==> config.mk <==
export PLATFORM = sky130hd
export DESIGN_NAME = branch_pc_unit_flat
export DESIGN_NICKNAME = d
export VERILOG_FILES = /design/src/rtl/branch_pc_unit_pkg.sv /design/src/rtl/branch_pc_unit_if.sv /design/src/rtl/branch_pc_unit_pc_next_calc.sv /design/src/rtl/branch_pc_unit.sv /design/src/flat_wrapper.sv
export SDC_FILE = /design/constraint.sdc
export NUM_CORES = 1
export LEC_CHECK = 0
export ABC_AREA = 1
export CORE_ASPECT_RATIO = 0.5
export CORE_MARGIN = 10
export CORE_UTILIZATION = 55
export DETAILED_ROUTE_END_ITERATION = 10
export PLACE_DENSITY = 0.86
export SLEW_MARGIN = 10
export SYNTH_ARGS = -nofsm -noshare
export SYNTH_HDL_FRONTEND = slang
export SYNTH_SLANG_ARGS = --single-unit
==> constraint.sdc <==
create_clock -name clk -period 4.3 [get_ports clk]
set_clock_uncertainty 0.2 [all_clocks]
set_input_delay 0.43 -clock clk [delete_from_list [all_inputs] [get_ports clk]]
set_output_delay 0.43 -clock clk [all_outputs]
set_load 0.01 [all_outputs]
==> src/rtl/branch_pc_unit_pkg.sv <==
// Shared definitions for the branch/PC sequencer.
// Contents: command op encodings, CON condition-select codes, sequencer
// state encoding and the positions of the C2 / offset fields in the
// instruction word.
package branch_pc_unit_pkg;

    localparam int IR_WIDTH     = 32;
    localparam int IR_OFF_WIDTH = 19;
    localparam int C2_LO        = 19;
    localparam int C2_HI        = 20;

    typedef enum logic [1:0] {
        OP_INC = 2'b00,
        OP_BR  = 2'b01,
        OP_JR  = 2'b10,
        OP_JAL = 2'b11
    } op_e;

    typedef enum logic [1:0] {
        COND_ZR = 2'b00,
        COND_NZ = 2'b01,
        COND_PL = 2'b10,
        COND_MI = 2'b11
    } cond_e;

    typedef enum logic [1:0] {
        ST_IDLE   = 2'b00,
        ST_EVAL   = 2'b01,
        ST_SETTLE = 2'b10,
        ST_COMMIT = 2'b11
    } state_e;

endpackage

==> src/rtl/branch_pc_unit_if.sv <==
// Command channel into the PC sequencer.
// Signals:
//   cmd_valid  requester has a command
//   cmd_ready  sequencer can take a command this cycle
//   cmd_op     INC / BR / JR / JAL
//   ir         instruction word (C2 and branch offset fields)
//   ra_value   rA contents for JR / JAL
// Modports: master = requester, slave = sequencer.
interface branch_pc_unit_if
    import branch_pc_unit_pkg::*;
#(
    parameter int PC_WIDTH = 32
) ();

    logic                 cmd_valid;
    logic                 cmd_ready;
    logic [1:0]           cmd_op;
    logic [IR_WIDTH-1:0]  ir;
    logic [PC_WIDTH-1:0]  ra_value;

    modport master (
        output cmd_valid,
        output cmd_op,
        output ir,
        output ra_value,
        input  cmd_ready
    );

    modport slave (
        input  cmd_valid,
        input  cmd_op,
        input  ir,
        input  ra_value,
        output cmd_ready
    );

endinterface

==> src/rtl/branch_pc_unit_pc_next_calc.sv <==
// Combinational next-PC selection for the PC sequencer.
// Ports:
//   pc        current program counter
//   op        captured command op
//   off       captured signed branch offset field
//   con       sampled CON bit (only meaningful for BR)
//   ra_value  captured rA operand
//   seq       pc + 1 (also the JAL return address)
//   next_pc   value the PC takes at commit
//   taken     1 when next_pc is not the sequential address
module pc_next_calc
    import branch_pc_unit_pkg::*;
#(
    parameter int PC_WIDTH  = 32,
    parameter int OFF_WIDTH = IR_OFF_WIDTH
) (
    input  logic [PC_WIDTH-1:0]  pc,
    input  op_e                  op,
    input  logic [OFF_WIDTH-1:0] off,
    input  logic                 con,
    input  logic [PC_WIDTH-1:0]  ra_value,
    output logic [PC_WIDTH-1:0]  seq,
    output logic [PC_WIDTH-1:0]  next_pc,
    output logic                 taken
);

    logic signed [PC_WIDTH-1:0] off_ext;

    assign seq     = pc + PC_WIDTH'(1);
    assign off_ext = $signed({{(PC_WIDTH-OFF_WIDTH){off[OFF_WIDTH-1]}}, off});

    always_comb begin
        next_pc = seq;
        taken   = 1'b0;
        case (op)
            OP_INC: begin
            end
            OP_BR: begin
                if (con) begin
                    // Two's-complement add wraps modulo 2^PC_WIDTH.
                    next_pc = seq + $unsigned(off_ext);
                    taken   = 1'b1;
                end
            end
            OP_JR, OP_JAL: begin
                next_pc = ra_value;
                taken   = 1'b1;
            end
            default: begin
            end
        endcase
    end

endmodule

==> src/rtl/branch_pc_unit.sv <==
// Program-counter sequencer behind the CON condition logic.
// Accepts one control-flow command per handshake, runs the CON
// evaluate/settle handshake for branches, then commits the next PC.
// Ports:
//   clk, clr   clock and synchronous active-high reset
//   cmd        command channel (slave side)
//   con_sel    condition select to the CON logic
//   con_in     CON flip-flop load strobe (high only in EVAL)
//   con_out    registered CON bit back from the CON logic
//   pc         architectural program counter
//   link_we    one-cycle R15 write strobe (JAL only)
//   link_data  return address old PC + 1
//   done       one-cycle pulse when the commit is visible
//   taken      valid with done; non-sequential target loaded
module branch_pc_unit
    import branch_pc_unit_pkg::*;
#(
    parameter int                PC_WIDTH  = 32,
    parameter int                OFF_WIDTH = IR_OFF_WIDTH,
    parameter logic [PC_WIDTH-1:0] RESET_PC = '0
) (
    input  logic                clk,
    input  logic                clr,
    branch_pc_unit_if.slave     cmd,
    output logic [1:0]          con_sel,
    output logic                con_in,
    input  logic                con_out,
    output logic [PC_WIDTH-1:0] pc,
    output logic                link_we,
    output logic [PC_WIDTH-1:0] link_data,
    output logic                done,
    output logic                taken
);

    state_e                 state;
    state_e                 state_nxt;
    logic                   accept;

    op_e                    op_p0;
    logic [OFF_WIDTH-1:0]   off_p0;
    logic [PC_WIDTH-1:0]    ra_p0;
    logic                   con_p1;

    logic [PC_WIDTH-1:0]    seq;
    logic [PC_WIDTH-1:0]    next_pc;
    logic                   taken_nxt;

    // Upper instruction bits carry nothing this unit needs.
    logic                   unused_ir_hi;
    assign unused_ir_hi = ^cmd.ir[IR_WIDTH-1:C2_HI+1];

    assign cmd.cmd_ready = (state == ST_IDLE);

    always_ff @(posedge clk) begin
        if (clr) begin
            state <= ST_IDLE;
        end else begin
            state <= state_nxt;
        end
    end

    always_comb begin
        state_nxt = state;
        accept    = 1'b0;
        con_in    = 1'b0;
        case (state)
            ST_IDLE: begin
                if (cmd.cmd_valid) begin
                    accept    = 1'b1;
                    state_nxt = (cmd.cmd_op == OP_BR) ? ST_EVAL : ST_COMMIT;
                end
            end
            ST_EVAL: begin
                con_in    = 1'b1;
                state_nxt = ST_SETTLE;
            end
            ST_SETTLE: begin
                state_nxt = ST_COMMIT;
            end
            ST_COMMIT: begin
                state_nxt = ST_IDLE;
            end
            default: begin
                state_nxt = ST_IDLE;
            end
        endcase
    end

    pc_next_calc #(
        .PC_WIDTH  (PC_WIDTH),
        .OFF_WIDTH (OFF_WIDTH)
    ) u_calc (
        .pc       (pc),
        .op       (op_p0),
        .off      (off_p0),
        .con      (con_p1),
        .ra_value (ra_p0),
        .seq      (seq),
        .next_pc  (next_pc),
        .taken    (taken_nxt)
    );

    always_ff @(posedge clk) begin
        if (clr) begin
            pc        <= RESET_PC;
            con_sel   <= COND_ZR;
            link_we   <= 1'b0;
            link_data <= '0;
            done      <= 1'b0;
            taken     <= 1'b0;
            op_p0     <= OP_INC;
            off_p0    <= '0;
            ra_p0     <= '0;
            con_p1    <= 1'b0;
        end else begin
            done    <= 1'b0;
            link_we <= 1'b0;

            // Stage p0: capture the command at acceptance.
            if (accept) begin
                op_p0  <= op_e'(cmd.cmd_op);
                off_p0 <= cmd.ir[OFF_WIDTH-1:0];
                ra_p0  <= cmd.ra_value;
                // con_sel only moves for branches and then holds.
                if (cmd.cmd_op == OP_BR) begin
                    con_sel <= cmd.ir[C2_HI:C2_LO];
                end
            end

            // Stage p1: CON was loaded at the end of EVAL; take it at end of SETTLE.
            if (state == ST_SETTLE) begin
                con_p1 <= con_out;
            end

            // Stage p2: commit; done/link_we become visible the next cycle.
            if (state == ST_COMMIT) begin
                pc    <= next_pc;
                taken <= taken_nxt;
                done  <= 1'b1;
                if (op_p0 == OP_JAL) begin
                    link_we   <= 1'b1;
                    link_data <= seq;
                end
            end
        end
    end

endmodule

==> src/flat_wrapper.sv <==
// flat-port wrapper written by rule: the top's interface ports become plain ports
module branch_pc_unit_flat import branch_pc_unit_pkg::*;
#(
    parameter int                PC_WIDTH  = 32,
    parameter int                OFF_WIDTH = IR_OFF_WIDTH,
    parameter logic [PC_WIDTH-1:0] RESET_PC = '0
)
  (clk, clr, con_sel, con_in, con_out, pc, link_we, link_data, done, taken, cmd_cmd_valid, cmd_cmd_op, cmd_ir, cmd_ra_value, cmd_cmd_ready);
  branch_pc_unit_if #(.PC_WIDTH(PC_WIDTH)) cmd_i ();
  input  logic clk;
  input  logic clr;
  output logic [1:0] con_sel;
  output logic con_in;
  input  logic con_out;
  output logic [PC_WIDTH-1:0] pc;
  output logic link_we;
  output logic [PC_WIDTH-1:0] link_data;
  output logic done;
  output logic taken;
  input wire logic [$bits(cmd_i.cmd_valid)-1:0] cmd_cmd_valid;
  input wire logic [$bits(cmd_i.cmd_op)-1:0] cmd_cmd_op;
  input wire logic [$bits(cmd_i.ir)-1:0] cmd_ir;
  input wire logic [$bits(cmd_i.ra_value)-1:0] cmd_ra_value;
  output wire logic [$bits(cmd_i.cmd_ready)-1:0] cmd_cmd_ready;
  assign cmd_i.cmd_valid = cmd_cmd_valid;
  assign cmd_i.cmd_op = cmd_cmd_op;
  assign cmd_i.ir = cmd_ir;
  assign cmd_i.ra_value = cmd_ra_value;
  assign cmd_cmd_ready = cmd_i.cmd_ready;
  branch_pc_unit #(.PC_WIDTH(PC_WIDTH), .OFF_WIDTH(OFF_WIDTH), .RESET_PC(RESET_PC)) u_core (.clk(clk), .clr(clr), .cmd(cmd_i), .con_sel(con_sel), .con_in(con_in), .con_out(con_out), .pc(pc), .link_we(link_we), .link_data(link_data), .done(done), .taken(taken));
endmodule
==> flow_summary_export.csv, run 1 <==
group,metric,value,unit
global_route,overflow,0,
setup_path,crit_type,"reg2reg",
clock_network,postCtsHoldBufs,0,
logic_synthesis,synthCells,1389,
clock_network,cts_setup_buffers,0,
timing,max_freq,0.270,GHz
logic_synthesis,yosysUniqueCellTypes,40,
setup_path,critical_path_arrival,3.81,ns
clock_network,cts_root_buf,"clkbuf_16",
job,maxCapViolCount,0,
global_route,antenna_found_initial,2,
drt,wl,31300,microns
logic_synthesis,synth_edf_count,0,
floorplanning,initial_core_util,55.8,%
final_layout,diodes,0,
drt,drt_first_pass_iters,5,
global_route,grt_usage,29.0,%
floorplanning,io_pins,141,
clock_network,cts_htree_levels,4,
drt,ant_nets,0,
floorplanning,die_area,21200,sq um
drt,route.detailed.drc,0,
floorplanning,die_x,196,microns
drt,routedWlPerCell,18.2,microns
power_and_ir_drop,p_per_area,431,nW/um^2
final_layout,drive_gt1_share,5.49,%
timing,tns,0,ns
floorplanning,rows,32,
placed_design,portBuffers,129,
final_layout,fin_area,10600,sq um
logic_synthesis,synthFlopType,"dfxtp_1",
drt,dr_total_vias,9652,
floorplanning,die-height,108,microns
placed_design,gp_congestion,1.00,
logic_synthesis,synth_top_area_share,29.2,%
clock_network,clkSinkCount,125,
timing,min_period_over_period,86.1,%
placed_design,dpl-instance-area,10000,sq um
status,outcome,"completed",
placed_design,dp_hpwl,24300,microns
setup_path,r2r_end,"u_core.pc[28]",
global_route,grt_pass1_vias,8837,
power_and_ir_drop,peakVddDrop,0.000567,V
timing,setup_viol,0,
clock_network,path_clk_slew,0.06,ns
clock_network,cts_resized,0,
logic_synthesis,syn_nets,1502,
logic_synthesis,synth_top_area_cell,"dfxtp_1",
hold_path,hp-start,"u_core.link_data[30]",
timing,final_max_slew_viol_count,0,
setup_path,cp-startpoint,"u_core.pc[8]",
setup_path,crit_end,"u_core.pc[28]",
clock_network,cts_tree,"done",
logic_synthesis,yosys_warnings,0,
global_route,grt_pass1_wl,48700,microns
final_layout,fillers,1345,
hold_path,hold_class,"reg2reg",
drt,drtIter0Drc,1245,
logic_synthesis,syn_avg_cell_area,6.16,sq um
logic_synthesis,ys_ff_latch,125,
logic_synthesis,ys_top_cells_by_area,"dfxtp_1 29%, nand2_1 14%, inv_1 8.4%",
setup_path,worstRegToRegCells,16,
clock_network,cts_buffers,17,
timing,worst_pin_slew,1.22,ns
setup_path,end_kind,"flip-flop",
logic_synthesis,async_flop_share,0,%
timing,rsz0062_at_grt,"false",
logic_synthesis,yosysMostFrequentCell,"nand2_1",
setup_path,startpoint_type,"flip-flop",
timing,setup_ws,0.598,ns
final_layout,final_nets,1613,
placed_design,post-place-ws,0.756,ns
logic_synthesis,syn_area,8560,sq um
setup_path,crit_fanout,5,
timing,hold_viol,0,
setup_path,reg2reg_from,"u_core.pc[8]",
hold_path,hold_path_depth,2,
clock_network,clk_path_buf_depth,2,
setup_path,worstPathRequired,4.41,ns
power_and_ir_drop,leakage,5.04,nW
floorplanning,core_region_area,15300,sq um
drt,viasPerCell,5.62,
clock_network,worstSkewPairLatency,0.42,ns
final_layout,area_delta_synth_final,23.9,%
timing,slew_headroom,18.7,%
global_route,grt_max_degree,66,
setup_path,reg2reg_slack,0.60,ns
logic_synthesis,netlist_top_cells_count,"329 x nand2_1, 191 x inv_1, 189 x nor2_1, 138 x o21ai_0, 125 x dfxtp_1",
logic_synthesis,yosysSeqAreaShare,29.2,%
timing,fin_crit,3.70,ns
[cell families after synthesis]
family	after synthesis	share of synthesized area, %
DFF	125	29.2
AOI/OAI and AO/OA	307	19.5
and+or+nand+nor	645	31.3
buffers and inverters	247	11.0
xor gates and xnor gates	22	2.60
adders and majority gates	43	6.38
[worst min-delay path by stage]
| stage | slack, ns | to |
|---|---|---|
| final | 0.28 | u_core.link_data[30] |
| after global routing | 0.31 | u_core.link_data[30] |
| after CTS | 0.29 | u_core.link_data[30] |
| after detailed placement | 0.27 | u_core.link_data[30] |
| after global placement | 0.26 | u_core.ra_p0[11] |
| after floorplan | 0.26 | u_core.ra_p0[0] |
[registers in the layout, summed over array words and instances, names as in the netlist]
| name | flops |
|---|---|
| u_core.link_data | 32 |
| u_core.con_p1 | 1 |
| u_core.con_sel | 2 |
| u_core.done | 1 |
| u_core.op_p0 | 2 |
| u_core.off_p0 | 19 |
| u_core.state | 2 |
| u_core.taken | 1 |
| u_core.ra_p0 | 32 |
| u_core.link_we | 1 |
| u_core.pc | 32 |
[metal layers]
layer,global-route usage (%),vias to the layer above,wire length [microns]
met1,41.3,4473,14100
li1,-,4675,-
met3,10.1,31,4250
met5,0,-,7
met4,4.71,2,262
met2,41.8,471,12700
[area by class of cell]
class	instances	area, sq um	area share, %
multi-input cells	1017	5120	48.3
flip-flops and latches	125	2500	23.6
repair buffers	144	1420	13.4
inverters	195	732	6.91
clock buffers	18	439	4.14
well taps	204	255	2.41
clock inverters	14	135	1.27
[where the power goes]
group / switching (W) / total [W] / internal, W
Sequential: 0.000209 / 0.00155 / 0.00134
Clock: 0.000589 / 0.00141 / 0.000821
Combinational: 0.00105 / 0.00162 / 0.000562
[metrics by stage]
step	total power [W]	hold slack (ns)	util, %	std cells
floorplan	0.00250	0.255	-	1389
finish	0.00457	0.283	69.1	1717
detailed placement	0.00312	0.272	65.4	1685
global route	0.00481	0.309	69.1	1717
global placement	0.00307	0.265	65.4	1685
CTS	0.00452	0.286	69.1	1717
[placed cells by master, fill, tap and decap left out, types with 12 or more instances in the layout]
| cell type | instances |
|---|---|
| clkbuf_16 | 17 |
| ha_1 | 42 |
| o211ai_1 | 14 |
| inv_1 | 190 |
| o21ai_0 | 138 |
| nor2_1 | 189 |
| a31oi_1 | 12 |
| nand2_1 | 329 |
| o21bai_1 | 18 |
| nand3_1 | 75 |
| dfxtp_1 | 125 |
| a21oi_1 | 107 |
| clkdlybuf4s50_1 | 129 |
| buf_4 | 14 |
[worst max-delay path, cell delays in order, from the launching register on]
cell and delay [ns]:
dfxtp_1 0.46, nand2_1 0.16, nor2_1 0.22, nand2_1 0.11, nor2_2 0.18, xnor2_1 0.29, inv_1 0.22, ha_1 0.39
nand2_1 0.10, o21bai_1 0.30, inv_1 0.08, nand3_1 0.22, nand2_1 0.11, nand3_1 0.09, nand3_1 0.15, nand2_1 0.19
a21oi_1 0.09
Note: power is estimated with default switching activity, not from simulation.
==> run 2: changes to the inputs <==
Settings changed: CAP_MARGIN set to 20.
==> flow_summary_export.csv, run 2 (synthesis gave the netlist of run 1 again) <==
group,metric,value,unit
placed_design,placed_cells,1685,
drt,routedWlPerCell,18.1,microns
setup_path,startpoint_type,"flip-flop",
timing,slew_headroom,36.4,%
floorplanning,core_region_area,15300,sq um
setup_path,critical_path_arrival,3.82,ns
clock_network,cts_setup_buffers,0,
power_and_ir_drop,leakage,5.05,nW
placed_design,gp_congestion,1.00,
final_layout,drive_gt1_share,5.55,%
final_layout,layoutNonFillerInstCount,1718,
clock_network,cts_htree_levels,4,
final_layout,diodes,0,
timing,setup_ws,0.585,ns
final_layout,final_cell_mix,"329 x nand2_1, 190 x inv_1, 189 x nor2_1, 138 x o21ai_0, 129 x clkdlybuf4s50_1",
drt,viasPerCell,5.67,
setup_path,cp_common_cell,"nand2_1",
global_route,grt_pass1_wl,48700,microns
global_route,grt_usage,29.0,%
setup_path,path_cells,"ha_1 > nand2_1 > inv_1 > nand2_1 > inv_1 > nand2_1 > xor2_1 > inv_1 > ha_1 > nand2_1 > nor2_1 > nand3_1 > nand3_1 > nand2_1 > nand3_1 > nand3_1 > nand2_1 > a21oi_1",
final_layout,final_common_cell,"nand2_1",
clock_network,worstSkewPairLatency,0.42,ns
power_and_ir_drop,peakVddDrop,0.000563,V
floorplanning,rows,32,
floorplanning,initial_core_util,55.8,%
placed_design,dp_hpwl,24300,microns
clock_network,cts_tree,"done",
timing,tns,0,ns
clock_network,cts_resized,0,
drt,ant_nets,0,
status,outcome,"completed",
floorplanning,die_x,196,microns
final_layout,largestRegisters,"u_core.link_data (32), u_core.pc (32), u_core.ra_p0 (32)",
setup_path,crit_fanout,7,
final_layout,area_delta_synth_final,24.1,%
power_and_ir_drop,p_per_area,431,nW/um^2
clock_network,cts_root_buf,"clkbuf_16",
clock_network,postCtsHoldBufs,0,
timing,hold_viol,0,
floorplanning,die-height,108,microns
clock_network,cts_buffers,17,
timing,min_period_over_period,86.4,%
final_layout,utilization,69.2,%
drt,drt_first_pass_iters,6,
setup_path,end_kind,"flip-flop",
timing,rsz0062_at_grt,"false",
placed_design,post-place-ws,0.756,ns
clock_network,clk_path_buf_depth,2,
clock_network,path_clk_slew,0.06,ns
global_route,grt_pass1_vias,8837,
timing,setup_viol,0,
drt,dr_total_vias,9736,
final_layout,final_nets,1614,
setup_path,slowest_delay,0.47,ns
setup_path,crit_type,"reg2reg",
timing,max_freq,0.269,GHz
clock_network,clkSinkCount,125,
timing,final_max_slew_viol_count,0,
setup_path,worstPathRequired,4.41,ns
power_and_ir_drop,total_power,0.00457,W
drt,wl,31100,microns
timing,fin_crit,3.72,ns
timing,worst_pin_slew,0.953,ns
setup_path,crit_path_top_delay_cell,"dfxtp_1",
global_route,overflow,0,
drt,drtIter0Drc,1209,
floorplanning,die_area,21200,sq um
floorplanning,io_pins,141,
drt,route.detailed.drc,0,
global_route,antenna_found_initial,2,
job,maxCapViolCount,0,
global_route,grt_max_degree,66,
placed_design,portBuffers,129,
hold_path,hold_class,"reg2reg",
==> run 2: worst paths after layout <==
kind / from / end / slack (ns) / depth (start not counted)
min reg2reg: u_core.link_data[30] / u_core.link_data[30] / 0.28 / 2
min: u_core.link_data[30] / u_core.link_data[30] / 0.28 / 2
max reg2reg: u_core.pc[0] / u_core.pc[28] / 0.58 / 18
max: u_core.pc[0] / u_core.pc[28] / 0.58 / 18
==> run 2: critical path, delay by kind of cell (launching register included) <==
kind	cells	cell delay (ns)
adder cells (fa/ha/maj)	2	0.69
AO/OA/AOI/OAI	1	0.09
AND/OR/NAND/NOR	11	1.60
XOR/XNOR	1	0.20
flip-flops	1	0.47
buffers and inverters	3	0.36
==> run 2: final cells by class <==
cell class	count	area (sq um)
Sequential cell	125	2500
Inverter	195	732
Multi-Input combinational cell	1017	5120
Fill cell	1345	4720
Clock inverter	14	135
Tap cell	204	255
Timing Repair Buffer	145	1430
Clock buffer	18	439
==> run 2: stage by stage <==
step	instance area, sq um	hold slack (ns)
global placement	10000	0.265
floorplan	8560	0.255
CTS	10600	0.286
detailed placement	10000	0.272
finish	10600	0.283
global route	10600	0.309
==> run 2: power by group <==
part	leakage (nW)	switching [W]	internal, W
clock network	0.280	0.000587	0.000821
registers	1.02	0.000198	0.00134
logic	3.75	0.00106	0.000567
total	5.05	0.00185	0.00273
==> run 2: metal layers <==
layer	share of wire (%)	global-route usage, %
met3	14	10.1
met2	41	41.8
met5	0.022	0
met4	0.85	4.71
met1	44	41.3
